===== src/rtl/fifo_drain.sv =====
// rtl/fifo_drain.sv - read-side drain controller for an 8-deep registered-read FIFO
//
// Issues FIFO read strobes, absorbs the FIFO's one-cycle read latency in a
// 3-entry ring buffer and presents the words as a valid/ready stream.
//
// Optional feature macro: FIFO_DRAIN_CNT_EN adds the word_cnt delivered-word counter.
//
// Ports:
//   clk         rising-edge clock, shared with the FIFO
//   rst_n       asynchronous active-low reset
//   fifo_empty  FIFO empty flag
//   fifo_data   FIFO registered read data, valid the cycle after fifo_ren
//   fifo_ren    FIFO read strobe
//   flush       synchronous discard of all buffered and in-flight words
//   out_valid   out_data holds a word
//   out_ready   consumer accepts the word
//   out_data    head-of-buffer word
//   word_cnt    delivered-word count (FIFO_DRAIN_CNT_EN only)

module fifo_drain #(
    parameter int DW = 32
) (
    input  logic          clk,
    input  logic          rst_n,
    input  logic          fifo_empty,
    input  logic [DW-1:0] fifo_data,
    output logic          fifo_ren,
    input  logic          flush,
    output logic          out_valid,
    input  logic          out_ready,
    output logic [DW-1:0] out_data
`ifdef FIFO_DRAIN_CNT_EN
    ,
    output logic [15:0]   word_cnt
`endif
);

    logic [DW-1:0] buf_q [3];
    logic [1:0]    wr_idx;
    logic [1:0]    rd_idx;
    logic [1:0]    occ;
    logic          pending;
    logic [2:0]    fill;
    logic          pop;

    // Ring index advance: 0 -> 1 -> 2 -> 0.
    function automatic logic [1:0] idx_inc(input logic [1:0] idx);
        return (idx == 2'd2) ? 2'd0 : idx + 2'd1;
    endfunction

    // Words committed to the buffer plus the one in flight; reading only
    // while this is below 3 guarantees every returning word has a slot.
    assign fill      = {1'b0, occ} + {2'b00, pending};
    assign fifo_ren  = rst_n & ~fifo_empty & ~flush & (fill < 3'd3);
    assign out_valid = (occ != 2'd0);
    assign out_data  = buf_q[rd_idx];
    assign pop       = out_valid & out_ready;

    always_ff @(posedge clk or negedge rst_n) begin
        if (!rst_n) begin
            for (int i = 0; i < 3; i++) begin
                buf_q[i] <= '0;
            end
            wr_idx  <= 2'd0;
            rd_idx  <= 2'd0;
            occ     <= 2'd0;
            pending <= 1'b0;
        end else if (flush) begin
            // A word returning from the FIFO this cycle is dropped too.
            wr_idx  <= 2'd0;
            rd_idx  <= 2'd0;
            occ     <= 2'd0;
            pending <= 1'b0;
        end else begin
            pending <= fifo_ren;
            if (pending) begin
                buf_q[wr_idx] <= fifo_data;
                wr_idx        <= idx_inc(wr_idx);
            end
            if (pop) begin
                rd_idx <= idx_inc(rd_idx);
            end
            occ <= occ + {1'b0, pending} - {1'b0, pop};
        end
    end

`ifdef FIFO_DRAIN_CNT_EN
    always_ff @(posedge clk or negedge rst_n) begin
        if (!rst_n) begin
            word_cnt <= 16'd0;
        end else if (flush) begin
            word_cnt <= 16'd0;
        end else if (pop) begin
            word_cnt <= word_cnt + 16'd1;
        end
    end
`endif

endmodule


===== config.mk =====
export PLATFORM = sky130hd
export DESIGN_NAME = fifo_drain
export DESIGN_NICKNAME = d
export VERILOG_FILES = /design/src/rtl/fifo_drain.sv
export SDC_FILE = /design/constraint.sdc
export NUM_CORES = 1
export LEC_CHECK = 0
export ABC_AREA = 1
export BUFFER_PORTS_ARGS = -buffer_cell sky130_fd_sc_hd__clkbuf_2
export CAP_MARGIN = 20
export CORE_UTILIZATION = 56
export CTS_BUF_LIST = sky130_fd_sc_hd__clkbuf_16
export CTS_CLUSTER_DIAMETER = 150
export CTS_CLUSTER_SIZE = 20
export DETAILED_ROUTE_END_ITERATION = 10
export GPL_TIMING_DRIVEN = 0
export PLACE_DENSITY = 0.79
export SLEW_MARGIN = 20
export SYNTH_ARGS = -nofsm -noshare
export SYNTH_HDL_FRONTEND = slang
export SYNTH_SLANG_ARGS = --single-unit

===== constraint.sdc =====
create_clock -name clk -period 1.58 [get_ports clk]
set_clock_uncertainty 0.1 [all_clocks]
set_input_delay 0.158 -clock clk [delete_from_list [all_inputs] [get_ports clk]]
set_output_delay 0.158 -clock clk [all_outputs]
set_load 0.05 [all_outputs]

# --- After elaboration in Yosys (flattened, before gate mapping) ---
# Cells that the tools add are included.
totals:
  regBits: 103
  inputBits: 37
  output_inout_bits: 34
  wordCells: 45
op_classes:
  addsub: 5
  order_cmp: 4
  n_eq_ne: 2
  n_mux: 14
  bitwise: 8
  reduce_logical: 5
op_table:
  columns: ["op", "count"]
  rows:
  - ["bitwise mux 96 bit", 1]
  - ["2-to-1 mux 32 bit", 3]
  - ["binary-select mux 32 bit (select 2 bit)", 1]
  - ["demux 32 bit (select 2 bit)", 1]
  - ["2-to-1 mux 2 bit", 7]
  - ["greater-or-equal comparator 3 bit (second input constant)", 2]
  - ["inverter 2 -> 3 bit", 2]
  - ["nonzero test 2 bit", 3]
  - ["adder 2 x 1 -> 2 bit (second input constant)", 2]
  - ["AND 1 bit", 4]
  - ["equality test 2 bit (second input constant)", 2]
  - ["adder 2 x 1 -> 3 bit", 1]
  - ["less-than comparator 3 x 1 -> 1 bit (second input constant)", 1]
  - ["less-than comparator 3 x 2 -> 1 bit (second input constant)", 1]
  - ["adder 2 x 1 -> 2 bit", 1]
  - ["inverter 1 bit", 2]
  - ["AND reduction 2 bit", 1]
  - ["subtractor 2 x 1 -> 2 bit", 1]
  - ["logical AND 1 bit", 1]
  - ["2-to-1 mux 1 bit", 1]

# --- Logic depth before layout (Yosys ltp) ---
depth:
  word_depth: 6
  mapped_depth: 8
  ltp_nobuf: 8

# --- Worst setup path after synthesis ---
# Ideal clock, no wire load.
synth_path:
  path_kind: "reg2out"
  start: "register occ[0]"
  end: "output port fifo_ren"
  arrival_time_ns: 1.658
  t_required_ns: 1.322
  setup_slack_ns: -0.336
  path_stages_with_launch: 4
  n_path_buf: 0
  cell_sequence: "dfrtp_1 > ha_1 > ha_1 > a21oi_1"
synth_via:
  elab_chain_cells: 3
synth_rtl:
  columns: ["item", "line_no", "text"]
  rows:
  - ["from (decl)", "41", "logic [1:0] occ;"]
  - ["from (signal assigned)", "83", "occ <= occ + {1'b0, pending} - {1'b0, pop};"]
  - ["adder 2 x 1 -> 3 bit", "53", "assign fill = {1'b0, occ} + {2'b00, pending};"]
  - ["less-than comparator 3 x 2 -> 1 bit", "54", "assign fifo_ren = rst_n & ~fifo_empty & ~flush & (fill < 3'd3);"]
  - ["AND 1 bit", "54", null]
  - ["to (decl)", "27", "output logic fifo_ren,"]
# No other way between the ends.

# --- Worst setup path in the final report ---
layout_path:
  start: "register rd_idx[0]"
  end: "output port out_data[5]"
layout_via:
  elab_chain_cells: 4
layout_rtl:
  columns: ["item", "line_no", "text"]
  rows:
  - ["from (decl)", "40", "logic [1:0] rd_idx;"]
  - ["from (signal assigned)", "81", "rd_idx <= idx_inc(rd_idx);"]
  - ["inverter 2 -> 3 bit (implied by the code)", "56", "assign out_data = buf_q[rd_idx];"]
  - ["binary-select mux 32 bit (select 2 bit)", "56", null]
  - ["2-to-1 mux 32 bit (implied by the code) (2 in a row)", "56", null]
  - ["to (decl)", "31", "output logic [DW-1:0] out_data"]
# No other way between the ends. The select of a mux whose other input is x is not followed.

==> out/qor.yml <==
routing:
  antenna_left: 0
  routedWlPerCell_um: 19.4
  initialDrtViolationCount: 386
  drc: 0
  vias_per_cell: 5.87
  vias: 4470
  drtPass1Iterations: 5
  routed_wl_um: 14700
timing:
  period_share_pct: 119
  finalHoldWorstSlack_ns: -0.373
  timing.fmax_mhz: 530
  worst_pin_slew_ns: 0.378
  hold_viol_final: 62
  finalSetupViolations: 33
  rsz0062_at_grt: "yes"
  slew_viol_final: 0
  relSlewSlack_pct: 74.8
  period_needed_ns: 1.89
  fin_setup_tns_ns: -8.59
  timing.final.ws_setup_ns: -0.307
worst_setup_path:
  r2r-start: "occ[0]"
  critPathSlowestCell: "dfrtp_2"
  ff2ff_path_depth: 8
  cp_data_required_time_ns: 1.32
  path_max_fanout: 5
  r2r_end: "occ[0]"
  rrSetupSlack_ns: 0.03
  path_class: "reg -> out"
  arrival_ns: 1.63
  end_kind: "output port"
  critPathLaunchType: "flip-flop"
  cpPeakStageDelay_ns: 0.44
  crit_chain: "inv_2 > nor2_4 > buf_12 > buf_6 > nand2_1 > nand3_2 > buf_8"
die:
  num_rows: 32
  initial_core_util_pct: 59.0
  die_h_um: 93.0
  coreArea_sq_um: 7850
  io_pins: 71
  die_area_sq_um: 8640
  die_w_um: 93.0
synth:
  yosys.area.top_type_share_pct: 55.6
  seq_area_frac_synth_pct: 55.6
  synth_nets: 575
  synthArstFlopShare_pct: 100
  syn_area_sq_um: 4630
  yosysUniqueCellTypes: 19
  yosys_register_bits: 103
  yosysTopAreaCell: "dfrtp_1"
  syn_inst: 534
  yosys_warnings: 0
  avgSynthCellArea_sq_um: 8.68
  synth_area_leaders: "dfrtp_1, nand2_1, o21ai_0"
  synth_edf_count: 0
  yosys_most_used_dff: "dfrtp_1"
cells_and_area:
  nNetsFinal: 695
  multi_input_area_sq_um: 2090
  fin_cells: 761
  diodes: 0
  final_util_pct: 86.0
  regArea_sq_um: 2580
  fill_cells: 390
  area_growth_pct: 45.7
  layout-drive-gt1-share_pct: 39.0
  final_cell_area_sq_um: 6750
power_and_ir_drop:
  seqPwrFrac_pct: 30.1
  ir_drop_mv: 1.24
  p_sw_mw: 4.43
  combPwrFrac_pct: 47.4
  p_total_mw: 11.3
  power_density_nw_per_um2: 1670
  sw_frac_of_total_pct: 39.2
  p_leak_nw: 3.49
  clock_power_share_pct: 22.5
  internal_power_mw: 6.87
clocking:
  clock_latency_ns: 0.35
  cts_max_level: 3
  cts_hold_buffers: 20
  cts-root-buf: "clkbuf_16"
  cts_tree: "built"
  cts_buffers: 9
  clockBufferDepth: 2
  path_clk_slew_ns: 0.07
  clock-sinks: 103
placed_design:
  gp_congestion: 0.773
  placed_cells: 707
  placedInstanceArea_sq_um: 5160
  dp_hpwl_um: 6900
  port-buffer-count: 70
global_route:
  top_usage_layer: "met2"
  antenna_found_initial: 0
  use_met3_pct: 4.35
  grt_max_degree: 63
  grt_pass1_vias: 4171
  met1_usage_pct: 40.4
  grt-ovfl-total: 0
  grt_usage_pct: 30.7
  grt_pass1_wl_um: 20200
  grtUsageMet2_pct: 51.4
outcome:
  status: "complete, but fails checks"
  violations: "hold timing, setup timing"
run:
  cap_violations: 0
worst_hold_path:
  holdCritPathClass: "in -> async"
==> flip-flops by register name, indices dropped and copies added, names as in the netlist <==
signal and cells:
rd_idx 2, pending 1, occ 2, wr_idx 2
buf_q 96
==> cells by family (layout without fill, tap and decap cells) <==
| kind of cell | after synthesis | in the layout | share of synthesized area [%] |
|---|---|---|---|
| AND/OR/NAND/NOR | 251 | 251 | 21.7 |
| flip-flops | 103 | 103 | 55.6 |
| AO/OA/AOI/OAI | 102 | 102 | 13.0 |
| buffers and inverters | 74 | 199 | 8.51 |
| adder cells (fa/ha/maj) | 4 | 4 | 1.08 |
==> worst max-delay path by stage <==
stage / cells after the start / from / slack [ns] / to
floorplan: 3 / occ[0] / 0.07 / fifo_ren
global placement: 4 / rst_n / -1.67 / fifo_ren
detailed placement: 5 / rd_idx[1] / -0.17 / out_data[10]
CTS: 7 / rd_idx[0] / -0.25 / out_data[16]
global route: 5 / rd_idx[0] / -0.36 / out_data[28]
finish: 7 / rd_idx[0] / -0.31 / out_data[5]
==> cell usage after synthesis, types with 4 or more instances <==
library cell	number
nand3_1	38
nand2_1	200
nor2_1	8
o21ai_1	22
o21ai_2	25
inv_1	43
dfrtp_1	103
o21ai_0	52
buf_2	9
ha_1	4
buf_6	12
==> worst max-delay path: cells and delay by family (launching register included) <==
| family | cells | cell delay (ns) |
|---|---|---|
| DFF | 1 | 0.44 |
| and+or+nand+nor | 3 | 0.33 |
| buffers and inverters | 4 | 0.50 |
==> power by group through the flow <==
stage / sequential [mW] / clock (mW) / combinational [mW]
after floorplan: 3.27 / 0 / 2.50
final: 3.40 / 2.54 / 5.36
after CTS: 3.31 / 2.52 / 4.39
after global routing: 3.43 / 2.65 / 5.60
after detailed placement: 3.33 / 0 / 3.20
after global placement: 3.31 / 0 / 3.14
==> area by class of cell <==
cell class	instances	area share, %
clock inverter	7	1.65
inverter	45	2.54
sequential	103	38.2
multi-input combinational	357	30.9
tap	102	1.89
buffer	29	4.37
timing repair buffer	109	17.0
clock buffer	9	3.34
==> metrics by stage <==
stage / setup slack, ns / hold WS, ns
floorplan: 0.0698 / -0.238
global placement: -1.67 / 0.278
detailed placement: -0.169 / 0.0108
CTS: -0.253 / -0.353
global route: -0.356 / -0.342
finish: -0.307 / -0.373
==> cell usage in the layout, fill, tap and decap left out, types with 7 or more instances in the layout <==
master,count
nand2_1,155
dfrtp_1,100
o21ai_0,52
inv_1,41
clkbuf_2,41
buf_8,39
nand2_2,39
nand3_2,30
o21ai_2,25
buf_6,23
o21ai_1,22
dlygate4sd3_1,20
clkbuf_16,12
nand2_4,7
==> what timing repair did <==
item | 4_1_cts | 5_1_grt
setup buffers | 7 | 4
pin swaps | 7 | 32
endpoints found under the hold margin | 72 | 41
gates cloned | 4 | 3
setup endpoints to repair | 33 | 41
gates resized for setup | 129 | 116
==> per-layer routing <==
layer  vias to the layer above  share of wire (%)
met5                         -                  0
met4                         0                3.0
met3                        50                7.2
met2                       247                 52
met1                      2224                 38
li1                       1949                  -
Note: power is estimated with default switching activity, not from simulation.
